--- src/rtl/instr_seq_pkg.sv ---
// Shared types, widths and opcode constants for the two-cycle instruction sequencer.
package instr_seq_pkg;

  localparam int PC_W   = 8;
  localparam int INST_W = 9;
  localparam int OP_W   = 4;
  localparam int CNT_W  = 16;

  typedef enum logic [1:0] {
    ST_IDLE  = 2'b00,
    ST_FETCH = 2'b01,
    ST_EXEC  = 2'b10,
    ST_HALT  = 2'b11
  } state_t;

  localparam logic [OP_W-1:0] OP_NOP  = 4'b0000;
  localparam logic [OP_W-1:0] OP_ADD  = 4'b0100;
  localparam logic [OP_W-1:0] OP_BT   = 4'b0111;
  localparam logic [OP_W-1:0] OP_BF   = 4'b1000;
  localparam logic [OP_W-1:0] OP_HALT = 4'b1111;

  // Immediate value that tells the ALU to use the register operand.
  localparam logic [INST_W-1:0] IMM_REG_SEL = 9'h100;

  function automatic logic [CNT_W-1:0] sat_inc(input logic [CNT_W-1:0] value);
    if (value == 16'hFFFF) begin
      sat_inc = value;
    end else begin
      sat_inc = value + 16'd1;
    end
  endfunction

endpackage

--- src/rtl/instr_decode.sv ---
// Pure combinational split of a 9-bit instruction word into ALU fields and class flags.
module instr_decode
  import instr_seq_pkg::*;
(
  input  logic [INST_W-1:0] Inst_in,
  output logic [OP_W-1:0]   Op,
  output logic [INST_W-1:0] Immediate,
  output logic [3:0]        Reg_idx,
  output logic              is_add,
  output logic              is_branch,
  output logic              is_halt
);

  logic [OP_W-1:0] op_field_s;

  assign op_field_s = Inst_in[7:4];

  // Field extraction: bit 8 distinguishes register-form from immediate-form words.
  always_comb begin
    Op        = OP_NOP;
    Immediate = IMM_REG_SEL;
    Reg_idx   = 4'd0;
    is_add    = 1'b0;
    is_branch = 1'b0;
    is_halt   = 1'b0;
    if (Inst_in[8]) begin
      Op        = op_field_s;
      Reg_idx   = Inst_in[3:0];
      Immediate = IMM_REG_SEL;
      is_add    = (op_field_s == OP_ADD);
      is_branch = (op_field_s == OP_BT) || (op_field_s == OP_BF);
      is_halt   = (op_field_s == OP_HALT);
    end else begin
      Op        = OP_NOP;
      Reg_idx   = 4'd0;
      Immediate = Inst_in;
    end
  end

endmodule

--- src/rtl/instr_sequencer.sv ---
// Fetch/execute controller: owns PC, carry feedback and executed-instruction counter,
// and presents the decoded ALU controls only while an instruction is executing.
module instr_sequencer
  import instr_seq_pkg::*;
(
  input  logic              Clk,
  input  logic              Reset_n,
  input  logic              Start,
  input  logic [INST_W-1:0] Inst_in,
  input  logic              Branch,
  input  logic [PC_W-1:0]   Target,
  input  logic              Ovf_alu,
  output logic [PC_W-1:0]   Inst_addr,
  output logic [OP_W-1:0]   Op,
  output logic [INST_W-1:0] Immediate,
  output logic [3:0]        Reg_idx,
  output logic              Exec_en,
  output logic              Ovf_q,
  output logic              Done,
  output logic [CNT_W-1:0]  Inst_count
);

  state_t             state_r;
  logic [PC_W-1:0]    pc_r;
  logic               ovf_r;
  logic [CNT_W-1:0]   count_r;
  logic               done_r;

  logic [OP_W-1:0]    dec_op_s;
  logic [INST_W-1:0]  dec_imm_s;
  logic [3:0]         dec_reg_s;
  logic               is_add_s;
  logic               is_branch_s;
  logic               is_halt_s;
  logic               in_exec_s;

  instr_decode u_decode (
    .Inst_in   (Inst_in),
    .Op        (dec_op_s),
    .Immediate (dec_imm_s),
    .Reg_idx   (dec_reg_s),
    .is_add    (is_add_s),
    .is_branch (is_branch_s),
    .is_halt   (is_halt_s)
  );

  assign in_exec_s = (state_r == ST_EXEC);

  // ROM data only becomes valid in EXEC, so the ALU controls are gated by the registered state.
  always_comb begin
    Op        = OP_NOP;
    Immediate = IMM_REG_SEL;
    Reg_idx   = 4'd0;
    Exec_en   = 1'b0;
    if (in_exec_s) begin
      Op        = dec_op_s;
      Immediate = dec_imm_s;
      Reg_idx   = dec_reg_s;
      Exec_en   = ~is_halt_s;
    end else begin
      Op        = OP_NOP;
      Immediate = IMM_REG_SEL;
      Reg_idx   = 4'd0;
      Exec_en   = 1'b0;
    end
  end

  // Main FSM with PC, carry and counter state; the halt word leaves PC where it is.
  always_ff @(posedge Clk or negedge Reset_n) begin
    if (!Reset_n) begin
      state_r <= ST_IDLE;
      pc_r    <= 8'd0;
      ovf_r   <= 1'b0;
      count_r <= 16'd0;
      done_r  <= 1'b0;
    end else begin
      case (state_r)
        ST_IDLE, ST_HALT: begin
          if (Start) begin
            state_r <= ST_FETCH;
            pc_r    <= 8'd0;
            ovf_r   <= 1'b0;
            count_r <= 16'd0;
            done_r  <= 1'b0;
          end
        end
        ST_FETCH: begin
          state_r <= ST_EXEC;
        end
        ST_EXEC: begin
          if (is_halt_s) begin
            state_r <= ST_HALT;
            done_r  <= 1'b1;
          end else begin
            state_r <= ST_FETCH;
            pc_r    <= (is_branch_s && Branch) ? Target : pc_r + 8'd1;
            count_r <= sat_inc(count_r);
            if (is_add_s) begin
              ovf_r <= Ovf_alu;
            end
          end
        end
        default: begin
          state_r <= ST_IDLE;
          done_r  <= 1'b0;
        end
      endcase
    end
  end

  assign Inst_addr  = pc_r;
  assign Ovf_q      = ovf_r;
  assign Inst_count = count_r;
  assign Done       = done_r;

endmodule
--- config.mk ---
export PLATFORM = sky130hd
export DESIGN_NAME = instr_sequencer
export DESIGN_NICKNAME = d
export VERILOG_FILES = /design/src/rtl/instr_seq_pkg.sv /design/src/rtl/instr_decode.sv /design/src/rtl/instr_sequencer.sv
export SDC_FILE = /design/constraint.sdc
export NUM_CORES = 1
export LEC_CHECK = 0
export ABC_CLOCK_PERIOD_IN_PS = 4950
export BUFFER_PORTS_ARGS = -buffer_cell sky130_fd_sc_hd__buf_2
export CAP_MARGIN = 30
export CORE_ASPECT_RATIO = 1.75
export CORE_MARGIN = 5
export CORE_UTILIZATION = 53
export DETAILED_ROUTE_END_ITERATION = 8
export PLACE_DENSITY_LB_ADDON = 0.05
export SYNTH_ARGS = -nofsm -noshare
export SYNTH_HDL_FRONTEND = slang
export SYNTH_HIERARCHICAL = 1
export SYNTH_SLANG_ARGS = --single-unit
--- constraint.sdc ---
create_clock -name Clk -period 4.95 [get_ports Clk]
set_input_delay 0.7425 -clock Clk [delete_from_list [all_inputs] [get_ports Clk]]
set_output_delay 0.7425 -clock Clk [all_outputs]
set_load 0.01 [all_outputs]
==> results.env <==
CLOCK_POWER_SHARE=0.183
POWER.SHARE.SWITCHING=0.4302
TIMING.CRITICAL_PATH.CELLS='inv_1 -> ha_1 -> and2b_1 -> buf_2'
DESIGN.DIE.AREA_UM2=5028
GRT_PASS1_VIAS=1850
PLACEMENTROWS=29
WORSTREG2REGSTART='state_r[0]$_DFFE_PN0P_'
DETAIL_ROUTE.FIRST_PASS.ITERATIONS=4
CHIPWIDTH_UM=55.79
SYNTH-SEQ-CELLS=28
TIMING.SETUP.TNS_PS=0
POST-CTS-SETUP-BUFFERS=0
WORSTSETUPSTARTPOINTTYPE='flip-flop'
TIMING.HOLD.WORST.CLASS='primary input to async pin'
FIN_CELLS=336
GRT.TOTAL_USAGE=0.2038
SLEW_HEADROOM=0.3753
MINIMUM_CLOCK_PERIOD_AFTER_LAYOUT_PS=2704
SHARE_OF_LAYOUT_CELLS_ABOVE_DRIVE_STRENGTH_1=0.2828
GR-TOTAL-OVERFLOW=0
SWITCHING_POWER_uW=334.9
FINALMAXSLEWVIOLATIONS=0
SETUP.WORST_PATH.END_CLASS='primary output'
CELLINTERNALPOWER_uW=443.4
CLOCK_INSERTION_DELAY_AT_THE_LATER_PIN_OF_THE_SKEW_REPORT_PS=270
PLACEDCELLCOUNT=332
R2R_CELLS=6
CELL_WITH_THE_BIGGEST_INDIVIDUAL_DELAY_ON_THE_CRITICAL_PATH='ha_1'
MAXCLOCKFREQUENCY_GHz=0.3698
INSERTEDDIODECOUNT=0
FLOORPLAN.INITIALDENSITY=0.5413
MIN_PERIOD_OVER_PERIOD=0.5463
PEAK_SUPPLY_DROP_mV=0.2080
RSZ0062_AT_GRT='no'
CTS_HOLD_BUF=0
CTS_RESIZED=0
LARGEST_NET_DEGREE_AT_THE_START_OF_GLOBAL_ROUTING=31
FF2FF_SETUP_SLACK_PS=2290
CP_DATA_ARRIVAL_TIME_PS=1960
ROOT_DRIVER='clkbuf_8'
CTS.REPORTEDPATHS.CLKPINSLEW_PS=100
WORST-SLEW-PIN-TRANSITION_PS=937.1
SYNTHESIS.AREA_PER_INSTANCE_UM2=8.309
MAPPEDNETLISTNETS=260
POSTSYNTHCELLCOUNT=234
SETUP_VIOLATORS_FINAL=0
CAP_VIOL_MAX_COUNT=0
TIMING.FINAL.HOLD_VIOLATIONS=0
OUTCOME='finished, final reports clean'
CTS-ROOT-TO-SINK-BUFFERS=2
ROUTED_VIA_DENSITY=5.652
CELLPOWERDENSITY_nW_PER_UM2=339.2
H_TREE_LEVEL_COUNT=1
IO_BUFFERS=65
PART_OF_THE_TOTAL_POWER_DISSIPATED_IN_SEQUENTIAL_ELEMENTS=0.347
SYNTH.CELL_AREA_UM2=1944
CP.REQUIRED_PS=4210
CRITICAL_REGISTER_TO_REGISTER_PATH_ENDPOINT='Inst_count[7]$_DFFE_PN0P_'
DRT-WIRELENGTH-PER-CELL_UM=14.72
CRITICAL_PATH.STARTPOINT='state_r[0]$_DFFE_PN0P_'
DIE_BOUNDARY_HEIGHT_UM=90.13
REMAINING_DRC_ERRORS=0
POWER.COMBINATIONAL.FRACTION=0.470
BOUNDARY_PINS=66
HPWL_UM=3750
SKEW_PS=2.316
FINALWIRELENGTH_UM=4945
POWER_LEAKAGE_nW=1.163
DESIGN.FINAL.NETS=317
SYNTH.YOSYS.SEQ_AREA_SHARE=0.3604
NETLIST-CELL-TYPE-COUNT=44
DETAIL_ROUTE.ITER0.VIOLATIONS=59
TRITONCTS='done'
NUMCTSBUFFERS=3
CRITICAL-PATH-MAX-STAGE-DELAY_PS=770
TIMING.CRITICAL_PATH.FANOUT_MAX=30
CLOCK_SINK_COUNT=28
COREAREA_UM2=3592
AREA.GROWTH.SYNTH_TO_FINAL_PCT=18.02
ROUTED-VIA-COUNT=1899
WORSTSETUPPATHTYPE='flip-flop to primary output'
ANTENNA_LEFT=0
FIN_UTIL=0.6388
GRT_PASS1_WL_UM=8480
YOSYS_WARNINGS=6
FINALWEIGHTEDCONGESTION=0.7542
ANTENNA_VIOLATIONS_BEFORE_REPAIR=0
final cells by class:
cell class / count / area [um2]
inverters: 9 / 33.78
clock buffers: 4 / 55.05
repair buffers: 65 / 325.3
fillers: 347 / 1297
multi-input cells: 184 / 1122
well taps: 46 / 57.56
flip-flops and latches: 28 / 700.7
cells by family (layout without fill, tap and decap cells):
family,Yosys count,count (layout),share of synthesized area
buf+inv,22,78,0.06242
flops,28,28,0.3604
compound gates,58,58,0.1821
mux,5,5,0.02638
simple gates,117,117,0.3430
fa+ha+maj,4,4,0.02574
metal layers:
metal / wire length, um / track usage / vias to the layer above
met4: 48 / 0.06085 / 0
met3: 261 / 0.02292 / 4
met5: 0 / 0 / -
li1: - / - / 939
met2: 2694 / 0.3893 / 56
met1: 1940 / 0.2284 / 900
power by group through the flow:
stage	Clock [mW]	Sequential [mW]	Combinational (mW)
3_5_place_dp	0	0.275	0.369
6_report	0.143	0.270	0.366
2_1_floorplan	0	0.277	0.301
4_1_cts	0.147	0.270	0.370
5_1_grt	0.157	0.275	0.414
3_3_place_gp	0	0.275	0.366
Yosys cell counts:
master,instances,share of area
nor3b_1,1,0.0039
ha_1,4,0.026
nor4_4,1,0.011
nand3_1,9,0.023
a21o_2,1,0.0045
o211a_1,1,0.0051
clkbuf_1,8,0.015
nand4_1,7,0.023
nand3b_1,1,0.0039
o22ai_1,4,0.013
nand2b_4,1,0.0071
buf_6,2,0.012
buf_12,1,0.010
o21ai_0,21,0.054
nor4_1,2,0.0064
a22o_1,2,0.0090
and3_2,1,0.0039
nand2_1,24,0.046
mux2i_1,4,0.021
inv_1,9,0.017
a21boi_1,1,0.0039
or2_2,1,0.0032
a31oi_1,4,0.013
nor2b_2,1,0.0045
a22o_2,4,0.021
nor2_2,1,0.0032
buf_4,2,0.0077
nor2b_1,9,0.029
nand4_2,1,0.0064
nor2_1,11,0.021
and2_1,26,0.084
or3_1,2,0.0064
nor3_1,7,0.018
a22oi_1,3,0.012
a21oi_1,14,0.036
and3_1,6,0.019
nand2b_1,2,0.0064
and2b_1,1,0.0039
o211ai_1,1,0.0039
a21o_1,2,0.0077
mux2_2,1,0.0058
dfrtp_1,28,0.36
or4b_1,1,0.0051
nand4b_1,1,0.0045
layout by cell type (no fill, tap or decap), types with 3 or more instances in the layout:
| cell type | Yosys | routed |
|---|---|---|
| nand3_1 | 9 | 9 |
| and2_1 | 26 | 26 |
| nor2b_1 | 9 | 9 |
| nand2_1 | 24 | 24 |
| nor2_1 | 11 | 11 |
| buf_2 | 0 | 65 |
| mux2i_1 | 4 | 4 |
| and3_1 | 6 | 6 |
| nor3_1 | 7 | 7 |
| a22oi_1 | 3 | 3 |
| clkbuf_8 | 0 | 4 |
| a31oi_1 | 4 | 4 |
| a21oi_1 | 14 | 14 |
| dfrtp_1 | 28 | 28 |
| inv_1 | 9 | 9 |
| nand4_1 | 7 | 7 |
| a22o_2 | 4 | 4 |
| o22ai_1 | 4 | 4 |
| ha_1 | 4 | 4 |
| o21ai_0 | 21 | 21 |
how the worst max path moves through the flow:
stage	end	slack [ps]	depth (start not counted)
after floorplan	Inst_addr[4]$_DFFE_PN0P_	2550	8
after global placement	Inst_addr[4]$_DFFE_PN0P_	2280	8
after detailed placement	Inst_addr[6]$_DFFE_PN0P_	2220	8
after CTS	Exec_en	2240	4
after global routing	Inst_count[7]$_DFFE_PN0P_	2050	6
final	Exec_en	2250	4
stage by stage:
step / setup slack [ps] / hold slack [ps] / area, um2 / power, mW
floorplan: 2547 / 446.9 / 1944 / 0.5780
global placement: 2281 / 487.8 / 2240 / 0.6408
detailed placement: 2221 / 522.8 / 2240 / 0.6437
CTS: 2245 / 496.9 / 2295 / 0.7866
global route: 2047 / 531.8 / 2295 / 0.8460
finish: 2246 / 477.0 / 2295 / 0.7783
critical path, delay by kind of cell, from the launching register on:
family / cells / cell delay (ps)
fa+ha+maj: 1 / 770
flops: 1 / 410
simple gates: 1 / 280
buf+inv: 2 / 220
registers in the layout, summed over array words and instances (netlist names):
| signal | count |
|---|---|
| Inst_count | 16 |
| Inst_addr | 8 |
| state_r | 2 |
| Done | 1 |
| Ovf_q | 1 |
Power figures use the tool's default switching activity.
